### src/rtl/stage_mem_pt2_pkg.sv
// rtl/stage_mem_pt2_pkg.sv - shared load types, payload field positions and FSM states for mem stage 2
package stage_mem_pt2_pkg;

  typedef enum logic [2:0] {
    LD_LB  = 3'd0,
    LD_LBU = 3'd1,
    LD_LH  = 3'd2,
    LD_LHU = 3'd3,
    LD_LW  = 3'd4
  } ld_type_e;

  typedef enum logic [1:0] {
    ST_IDLE,
    ST_WAIT,
    ST_BUF,
    ST_DRAIN
  } mem2_state_e;

  // info_data / info_cp0 layout: {wdata, waddr[4:0], wen, valid}
  localparam int DATA_VALID_BIT = 0;
  localparam int DATA_WEN_BIT   = 1;
  localparam int DATA_WADDR_LO  = 2;
  localparam int DATA_WDATA_LO  = 7;

  // load_info layout: {is_load, ld_type[2:0], addr_lo[1:0]}
  localparam int LOAD_IS_LOAD_BIT = 5;
  localparam int LOAD_TYPE_LO     = 2;

  typedef struct packed {
    logic self_stall;
    logic up_stall;
  } stall_bus_t;

endpackage

### src/rtl/load_align.sv
// rtl/load_align.sv - selects the addressed byte/halfword of a load word and sign/zero-extends it
module load_align
  import stage_mem_pt2_pkg::*;
#(
  parameter int DATA_W = 32
) (
  input  logic [DATA_W-1:0] rdata,
  input  logic [2:0]        ld_type,
  input  logic [1:0]        addr_lo,
  output logic [DATA_W-1:0] result
);

  logic [7:0]  byte_sel;
  logic [15:0] half_sel;

  always_comb begin
    byte_sel = rdata[{addr_lo, 3'b000} +: 8];
    half_sel = rdata[{addr_lo[1], 4'b0000} +: 16];
    case (ld_type_e'(ld_type))
      LD_LB:   result = {{(DATA_W-8){byte_sel[7]}}, byte_sel};
      LD_LBU:  result = {{(DATA_W-8){1'b0}}, byte_sel};
      LD_LH:   result = {{(DATA_W-16){half_sel[15]}}, half_sel};
      LD_LHU:  result = {{(DATA_W-16){1'b0}}, half_sel};
      default: result = rdata;
    endcase
  end

endmodule

### src/rtl/stage_mem_pt2.sv
// rtl/stage_mem_pt2.sv - second memory stage: latches mem_pt1 payload, waits for load data, aligns it for WB
module stage_mem_pt2
  import stage_mem_pt2_pkg::*;
#(
  parameter int DATA_W       = 32,
  parameter int LD_TIMEOUT_W = 4
) (
  input  logic                    clk,
  input  logic                    resetn,
  input  logic                    flush,
  input  logic [1:0]              stall_mempt1_mempt2,
  input  logic [DATA_W+6:0]       info_data_mem_1,
  input  logic [2*DATA_W+3:0]     info_hilo_mem_1,
  input  logic [DATA_W+6:0]       info_cp0_mem_1,
  input  logic [5:0]              load_info_mem_1,
  input  logic [DATA_W-1:0]       pc_mempt1,
  input  logic                    data_sram_data_ok,
  input  logic [DATA_W-1:0]       data_sram_rdata,
  output logic [DATA_W+6:0]       info_data_mem_2,
  output logic [2*DATA_W+3:0]     info_hilo_mem_2,
  output logic [DATA_W+6:0]       info_cp0_mem_2,
  output logic [DATA_W-1:0]       pc_mempt2,
  output logic                    stall_req_mempt2,
  output logic                    fwd_en,
  output logic [4:0]              fwd_addr,
  output logic [DATA_W-1:0]       fwd_data,
  output logic                    fwd_pending,
  output logic [LD_TIMEOUT_W-1:0] ld_wait_cnt
);

  stall_bus_t        stall_bus;
  mem2_state_e       state, state_n;
  logic [DATA_W+6:0] data_q;
  logic [5:0]        load_q;
  logic [DATA_W-1:0] rbuf;
  logic [DATA_W-1:0] align_src;
  logic [DATA_W-1:0] aligned;
  logic              load_fire;
  logic              enter_wait;
  logic              use_rbuf;
  logic              is_load_q;

  assign stall_bus = stall_bus_t'(stall_mempt1_mempt2);

  // a valid load is being captured into the payload at this edge
  assign load_fire = !flush && !stall_bus.self_stall
                   && load_info_mem_1[LOAD_IS_LOAD_BIT] && info_data_mem_1[DATA_VALID_BIT];

  always_ff @(posedge clk or posedge resetn) begin
    if (resetn) begin
      data_q          <= '0;
      info_hilo_mem_2 <= '0;
      info_cp0_mem_2  <= '0;
      load_q          <= '0;
      pc_mempt2       <= '0;
    end else if (flush || (stall_bus.self_stall && !stall_bus.up_stall)) begin
      data_q          <= '0;
      info_hilo_mem_2 <= '0;
      info_cp0_mem_2  <= '0;
      load_q          <= '0;
      pc_mempt2       <= '0;
    end else if (!stall_bus.self_stall) begin
      data_q          <= info_data_mem_1;
      info_hilo_mem_2 <= info_hilo_mem_1;
      info_cp0_mem_2  <= info_cp0_mem_1;
      load_q          <= load_info_mem_1;
      pc_mempt2       <= pc_mempt1;
    end
  end

  always_ff @(posedge clk or posedge resetn) begin
    if (resetn) begin
      state       <= ST_IDLE;
      rbuf        <= '0;
      ld_wait_cnt <= '0;
    end else begin
      state <= state_n;
      if (state == ST_WAIT && data_sram_data_ok) begin
        rbuf <= data_sram_rdata;
      end
      if (enter_wait) begin
        ld_wait_cnt <= '0;
      end else if (state == ST_WAIT && ld_wait_cnt != {LD_TIMEOUT_W{1'b1}}) begin
        ld_wait_cnt <= ld_wait_cnt + 1'b1;
      end
    end
  end

  always_comb begin
    state_n          = state;
    stall_req_mempt2 = 1'b0;
    fwd_pending      = 1'b0;
    use_rbuf         = 1'b0;
    case (state)
      ST_IDLE: begin
        if (load_fire) state_n = ST_WAIT;
      end
      ST_WAIT: begin
        fwd_pending      = 1'b1;
        stall_req_mempt2 = !data_sram_data_ok;
        if (data_sram_data_ok) begin
          if (flush)                     state_n = ST_IDLE;
          else if (stall_bus.self_stall) state_n = ST_BUF;
          else if (load_fire)            state_n = ST_WAIT;
          else                           state_n = ST_IDLE;
        end else if (flush) begin
          state_n = ST_DRAIN;
        end
      end
      ST_BUF: begin
        use_rbuf = 1'b1;
        if (flush)                      state_n = ST_IDLE;
        else if (!stall_bus.self_stall) state_n = load_fire ? ST_WAIT : ST_IDLE;
      end
      ST_DRAIN: begin
        // the orphaned response of the flushed load is swallowed here
        stall_req_mempt2 = !data_sram_data_ok;
        if (data_sram_data_ok) state_n = load_fire ? ST_WAIT : ST_IDLE;
      end
      default: state_n = ST_IDLE;
    endcase
  end

  // re-entry from WAIT happens when the response and the next load meet on one edge
  assign enter_wait = (state_n == ST_WAIT) && ((state != ST_WAIT) || data_sram_data_ok);

  assign align_src = use_rbuf ? rbuf : data_sram_rdata;

  load_align #(.DATA_W(DATA_W)) u_load_align (
    .rdata   (align_src),
    .ld_type (load_q[LOAD_TYPE_LO +: 3]),
    .addr_lo (load_q[1:0]),
    .result  (aligned)
  );

  assign is_load_q = load_q[LOAD_IS_LOAD_BIT] && data_q[DATA_VALID_BIT];

  always_comb begin
    info_data_mem_2 = data_q;
    if (is_load_q) begin
      info_data_mem_2 = {aligned, data_q[DATA_WDATA_LO-1:0]};
    end
  end

  assign fwd_en   = info_data_mem_2[DATA_WEN_BIT] && info_data_mem_2[DATA_VALID_BIT] && !fwd_pending;
  assign fwd_addr = info_data_mem_2[DATA_WADDR_LO +: 5];
  assign fwd_data = info_data_mem_2[DATA_WDATA_LO +: DATA_W];

endmodule

### config.mk
export PLATFORM = sky130hd
export DESIGN_NAME = stage_mem_pt2
export DESIGN_NICKNAME = d
export VERILOG_FILES = /design/src/rtl/stage_mem_pt2_pkg.sv /design/src/rtl/load_align.sv /design/src/rtl/stage_mem_pt2.sv
export SDC_FILE = /design/constraint.sdc
export NUM_CORES = 1
export LEC_CHECK = 0
export BUFFER_PORTS_ARGS = -buffer_cell sky130_fd_sc_hd__buf_4
export CORE_ASPECT_RATIO = 0.5
export CORE_MARGIN = 2
export CORE_UTILIZATION = 42
export DETAILED_ROUTE_END_ITERATION = 8
export PLACE_DENSITY = 0.83
export SKIP_LAST_GASP = 1
export SLEW_MARGIN = 20
export SYNTH_ARGS = -nofsm -noshare
export SYNTH_HDL_FRONTEND = slang
export SYNTH_SLANG_ARGS = --single-unit
### constraint.sdc
create_clock -name clk -period 13.8 [get_ports clk]
set_clock_uncertainty 0.15 [all_clocks]
set_input_delay 0.69 -clock clk [delete_from_list [all_inputs] [get_ports clk]]
set_output_delay 0.69 -clock clk [all_outputs]
set_load 0.01 [all_outputs]
==> impl_metrics.tcl, run 1 <==
set metrics [dict create \
    met1_usage_pct 31.5 \
    antenna-diode-count 0 \
    synth.most_common_cell "dfrtp_1" \
    relSlewSlack_pct 33.3 \
    grt_pass1_wl_um 48600 \
    synth-seq-cells 222 \
    drc 0 \
    rsz0062_at_grt "false" \
    dp_hpwl_um 23100 \
    grt_max_degree 168 \
    p_sw_share_pct 26.5 \
    placed_cell_area_um2 13200 \
    path_max_fanout 42 \
    syn_nets 1029 \
    vdd_drop_max_mv 0.0727 \
    intPower_mw 1.17 \
    yosys-top-cells-count "dfrtp_1, a22o_1, mux2_2, clkbuf_1, buf_4" \
    n_fill_cell 1830 \
    worst_pin_slew_ns 1.00 \
    grt_pass1_vias 8513 \
    cts_tree "built" \
    min_period_over_period_pct 30.9 \
    cts_buffers 21 \
    hp-class "input pin to asynchronous set/reset pin" \
    clkTransAtPathRegs_ns 0.06 \
    synth_warnings 0 \
    clock_latency_ns 0.50 \
    met3_usage_pct 4.86 \
    vias_per_cell 5.67 \
    drtAntennaViolNets 0 \
    outcome "finished, final reports clean" \
    io_pins 444 \
    arrival_ns 3.43 \
    async_flop_share_pct 100 \
    ys_seq_area_share_pct 55.5 \
    vias 8433 \
    cts-root-buf "clkbuf_16" \
    path_class "flop to output port" \
    p_switching_mw 0.422 \
    cts_max_path_buffers 3 \
    cts_hold_buf 0 \
    p_leak_nw 6.98 \
    synth_edf_count 0 \
    power_density_nw_per_um2 115 \
    grt_overflow 0 \
    die_w_um 222 \
    p_clk_share_pct 35.1 \
    setup_viol 0 \
    htree_levels 1 \
    postSynthAreaPerCell_um2 12.4 \
    cts_setup_buffers 0 \
    grt_usage_pct 24.4 \
    core_area_um2 23100 \
    dieHeight_um 113 \
    synthFlopType "dfrtp_1" \
    required_ns 12.96 \
    gp_congestion 0.879 \
    groute.layer.met2.usage_pct 41.6 \
    sequentialPowerShare_pct 47.4 \
    yosysTopAreaCell "dfrtp_1" \
    port_buffers 443 \
    syn_inst 806 \
    cp-start-kind "flop" \
    wl_um 31900 \
    period_minus_slack_ns 4.27 \
    drt_iter0_drc 778 \
    first_pass_iters 5 \
    die_area_um2 25100 \
    rows 39 \
    busiest_layer "met2" \
    p_comb_share_pct 17.5 \
    setup_tns_ns 0 \
    slew_violations 0 \
    syn_to_final_growth_pct 38.3 \
    hold_violations 0 \
    post_drt_wl_per_cell_um 21.5 \
    drv_cap 0 \
    dp.cells 1449 \
    post_layout_nonfiller_instances 1486 \
    cp-end-kind "output port" \
    grt_antenna_before_repair 1 \
    yosysUniqueCellTypes 50 \
    start_util_pct 43.3 \
    fin_nets 1388 \
    syn_area_um2 10000 \
    ys_top_cells_by_area "dfrtp_1, a22o_1, mux2_2" \
    fin_area_um2 13800 \
    synth_top_area_share_pct 55.5 \
    clkSinkCount 222 \
    drive_above_1_share_pct 48.5 \
    fmax_mhz 234 \
    cts_resized 0 \
]
==> worst paths after layout <==
kind / to / slack (ns) / from / cells after the start
min reg2reg: pc_mempt2[9] / 0.36 / pc_mempt2[9] / 1
max: info_data_mem_2[22] / 9.53 / state[0] / 5
max reg2reg: rbuf[16] / 11.80 / state[1] / 5
min: info_cp0_mem_2[28] / 0.20 / resetn / 2
max in group asynchronous: data_q[26] / 12.00 / resetn / 3
min in group clk: data_q[31] / 0.24 / info_data_mem_1[31] / 2
==> through the flow <==
step,total power [mW],hold WS [ns],setup WS [ns],utilization [%]
after floorplan,0.903,0.322,6.88,-
after global placement,1.03,0.335,10.17,57.1
after detailed placement,1.04,0.341,10.11,57.1
after CTS,1.61,0.219,9.57,59.9
after global routing,1.66,0.220,9.43,59.9
final,1.59,0.198,9.53,59.9
==> worst max-delay path, stage by stage (launching register included) <==
cell and delay [ns]:
dfrtp_1 0.45, nand2b_2 0.82, mux4_2 0.65, a41oi_1 0.56, a21oi_1 0.23, buf_4 0.19
==> flip-flops by register name, summed over array words and instances (netlist names) <==
signal	cells
pc_mempt2	32
ld_wait_cnt	4
load_q	6
data_q	39
info_hilo_mem_2	68
info_cp0_mem_2	39
state	2
rbuf	32
==> layout make-up <==
type	instances	area, µm²	area share [%]
Inverter	4	27.5	0.199
Clock inverter	6	33.8	0.244
Clock buffer	31	613	4.43
Multi-Input combinational cell	464	3820	27.7
Tap cell	307	384	2.78
Sequential cell	222	5560	40.2
Timing Repair Buffer	452	3390	24.5
==> kinds of logic (layout without fill, tap and decap cells) <==
| group | Yosys count | count (layout) | synth area share [%] |
|---|---|---|---|
| XOR/XNOR | 3 | 3 | 0.263 |
| AND/OR/NAND/NOR | 107 | 107 | 5.38 |
| buffers and inverters | 120 | 493 | 6.47 |
| adder cells (fa/ha/maj) | 1 | 1 | 0.125 |
| AO/OA/AOI/OAI | 276 | 276 | 22.5 |
| flip-flops | 222 | 222 | 55.5 |
| multiplexers | 77 | 77 | 9.69 |
==> power by group through the flow <==
| stage | sequential (mW) | clock, mW | combinational [mW] |
|---|---|---|---|
| 2_1_floorplan | 0.762 | 0 | 0.141 |
| 3_3_place_gp | 0.760 | 0 | 0.271 |
| 3_5_place_dp | 0.764 | 0 | 0.279 |
| 4_1_cts | 0.753 | 0.573 | 0.280 |
| 5_1_grt | 0.762 | 0.597 | 0.299 |
| 6_report | 0.755 | 0.560 | 0.278 |
==> placed cells by master, fill, tap and decap left out, drive strengths merged, types with 7 or more instances in the layout <==
cell / count
a211oi: 18
a21oi: 20
a221oi: 16
a22o: 184
a31oi: 7
buf: 452
clkbuf: 31
dfrtp: 222
mux2: 66
mux4: 9
nand2: 30
nand3b: 10
nor2: 30
o21ai: 8
==> layer usage <==
layer  wire [µm]  part of all wire (%)
met3        1750                   5.5
met5           0                     0
met2       16200                    51
met1       12900                    41
met4        1020                   3.2
No activity file was read; power rests on OpenSTA's default activity.
==> run 2: changes to the inputs <==
ABC_AREA = 1   (was unset)
PLACE_DENSITY = 0.86   (was 0.83)
clock period = 3.7 ns   (was 13.8 ns; I/O delays follow)
==> run 2 against run 1 <==
  * Non-clock buffer count increased by 225
  * Worst hold slack got worse by 0.057 ns
  * Core utilization increased by 8.7 points
  * Worst setup slack got worse by 9.0 ns
  * Global-route usage increased by 5.7 points
  * Power increased to 3.9 times the previous value
  * Die area increased by 3.9%
  * Cell count increased by 52%
  * First-iteration DRC count increased by 35%
  * Critical path type unchanged
  * Critical endpoint is now info_data_mem_2[17]
  * Largest cell class is now buffers
  * Largest power group unchanged
==> impl_metrics.tcl, run 2 <==
set metrics [dict create \
    dp_hpwl_um 23600 \
    dieHeight_um 115 \
    yosysTopAreaCell "dfrtp_1" \
    synth_edf_count 0 \
    cp-start-kind "flop" \
    grt_pass1_vias 11700 \
    grt_usage_pct 30.2 \
    io_pins 444 \
    ys_seq_area_share_pct 53.4 \
    cts_tree "built" \
    yosysUniqueCellTypes 28 \
    synth_top_area_share_pct 53.4 \
    worstReg2RegStart "state[0]" \
    syn_inst 1324 \
    drive_above_1_share_pct 26.1 \
    drtAntennaViolNets 0 \
    intPower_mw 4.45 \
    cts-root-buf "clkbuf_16" \
    wl_um 40400 \
    syn_nets 1547 \
    required_ns 3.37 \
    setup_tns_ns 0 \
    mostFrequentLayoutCell "buf_4" \
    multi_input_area_um2 3360 \
    yosys-top-cells-count "nand2_1, inv_1, o21ai_0, dfrtp_1, clkbuf_1" \
    p_comb_share_pct 20.5 \
    setup_viol 0 \
    clkSinkCount 222 \
    fmax_mhz 314 \
    grt_overflow 0 \
    crit_start "state[0]" \
    drv_cap 0 \
    power_density_nw_per_um2 372 \
    grt_max_degree 184 \
    rows 40 \
    cts_buffers 21 \
    p_sw_share_pct 27.9 \
    layout_setup_ws_ns 0.517 \
    p_clk_share_pct 34.5 \
    first_pass_iters 7 \
    core_area_um2 24200 \
    path_class "flop to output port" \
    cp-end-kind "output port" \
    clkTransAtPathRegs_ns 0.06 \
    postSynthAreaPerCell_um2 7.86 \
    outcome "finished, final reports clean" \
    synthFlopType "dfrtp_1" \
    cts_max_path_buffers 3 \
    grt_antenna_before_repair 4 \
    p_leak_nw 8.57 \
    gp_congestion 0.922 \
    post_drt_wl_per_cell_um 17.8 \
    min_period_over_period_pct 86.0 \
    worst_pin_slew_ns 0.968 \
    async_flop_share_pct 100 \
    clock_latency_ns 0.51 \
    die_area_um2 26100 \
    final_cell_mix "buf_4, nand2_1, inv_1, o21ai_0" \
    largest_reg_flops 68 \
    hold_violations 0 \
    synth_warnings 0 \
    syn_area_um2 10400 \
    n_fill_cell 1687 \
    place_ws_ns 0.971 \
    vdd_drop_max_mv 0.254 \
    regMostFlops "info_hilo_mem_2" \
    path_max_fanout 36 \
    rsz0062_at_grt "false" \
    seq_area_um2 5560 \
    slew_violations 0 \
    syn_to_final_growth_pct 59.5 \
    period_minus_slack_ns 3.18 \
    hold_start "flush" \
    synth.most_common_cell "nand2_1" \
    ys_top_cells_by_area "dfrtp_1, nand2_1, o21ai_0" \
    hp-class "input pin to flop" \
    drt_iter0_drc 1052 \
    port_buffers 443 \
    start_util_pct 43.0 \
    p_switching_mw 1.72 \
    synth-seq-cells 222 \
    vias 11400 \
    die_w_um 227 \
    fin_nets 2137 \
    grt_pass1_wl_um 61400 \
    sequentialPowerShare_pct 45.0 \
    vias_per_cell 5.02 \
    htree_levels 1 \
    drc 0 \
    arrival_ns 2.85 \
    relSlewSlack_pct 35.5 \
    reg.largest.list "info_hilo_mem_2: 68 flops, data_q: 39 flops, info_cp0_mem_2: 39 flops" \
]
[run 2: stage by stage]
stage | cells | hold slack, ns | instance area (µm²) | power (mW) | utilization (%)
2_1_floorplan | 1324 | 0.156 | 10400 | 3.30 | -
3_3_place_gp | 2005 | 0.239 | 13700 | 3.79 | 56.7
3_5_place_dp | 2005 | 0.247 | 13700 | 3.82 | 56.7
4_1_cts | 2262 | 0.162 | 16600 | 6.14 | 68.6
5_1_grt | 2265 | 0.268 | 16600 | 6.43 | 68.6
6_report | 2266 | 0.141 | 16600 | 6.18 | 68.7
[run 2: worst paths after layout]
kind	to	slack, ns	cells past startpoint
min in group asynchronous	data_q[2]	0.31	4
setup / recovery	info_data_mem_2[17]	0.52	11
hold reg to reg	rbuf[28]	0.34	2
setup reg to reg	state[1]	1.58	5
max in group asynchronous	info_cp0_mem_2[26]	2.43	4
hold / removal	load_q[4]	0.14	5
[run 2: layout make-up]
cell class                      instances  share of cell area, %
Antenna cell                            4                 0.0603
Clock buffer                           31                   3.57
Clock inverter                          4                  0.302
Inverter                              248                   5.63
Multi-Input combinational cell        744                   20.2
Sequential cell                       222                   33.5
Tap cell                              336                   2.53
Timing Repair Buffer                  677                   34.2
[run 2: metal layers]
metal	global-route usage [%]	wire, µm	vias up
met5	0	0	-
met4	18.5	2420	0
met3	6.21	2800	195
met2	53.2	20300	604
met1	34.3	14900	5383
li1	-	-	5182
[run 2: power by group through the flow]
stage	Combinational [mW]	Sequential, mW	Clock, mW
after global routing	1.37	2.80	2.27
after CTS	1.22	2.76	2.15
final	1.26	2.78	2.13
after floorplan	0.478	2.82	0
after detailed placement	1.02	2.81	0
after global placement	0.993	2.80	0
[run 2: cells by family after synthesis]
| family | synth area share, % |
|---|---|
| buffers and inverters | 14.6 |
| AND/OR/NAND/NOR | 17.7 |
| flip-flops | 53.4 |
| multiplexers | 0.974 |
| XOR/XNOR | 0.253 |
| AO/OA/AOI/OAI | 13.0 |
| adder cells (fa/ha/maj) | 0.120 |
[run 2: worst max-delay path, stage by stage (launching register included)]
cell and delay, ns:
dfrtp_1 0.43, inv_2 0.09, nand2_2 0.45, nand2_1 0.15
nand2_1 0.12, nand2_1 0.06, nand3_1 0.14, nand3_4 0.35
nand2_1 0.17, nand2_1 0.06, nand2_1 0.16, buf_4 0.16
[run 2: repair_timing]
action	in CTS	in global routing
endpoints found under the hold margin	440	0
gates resized for setup	0	1
hold buffers	222	0
endpoints found under the setup margin	0	1
setup buffers	0	0
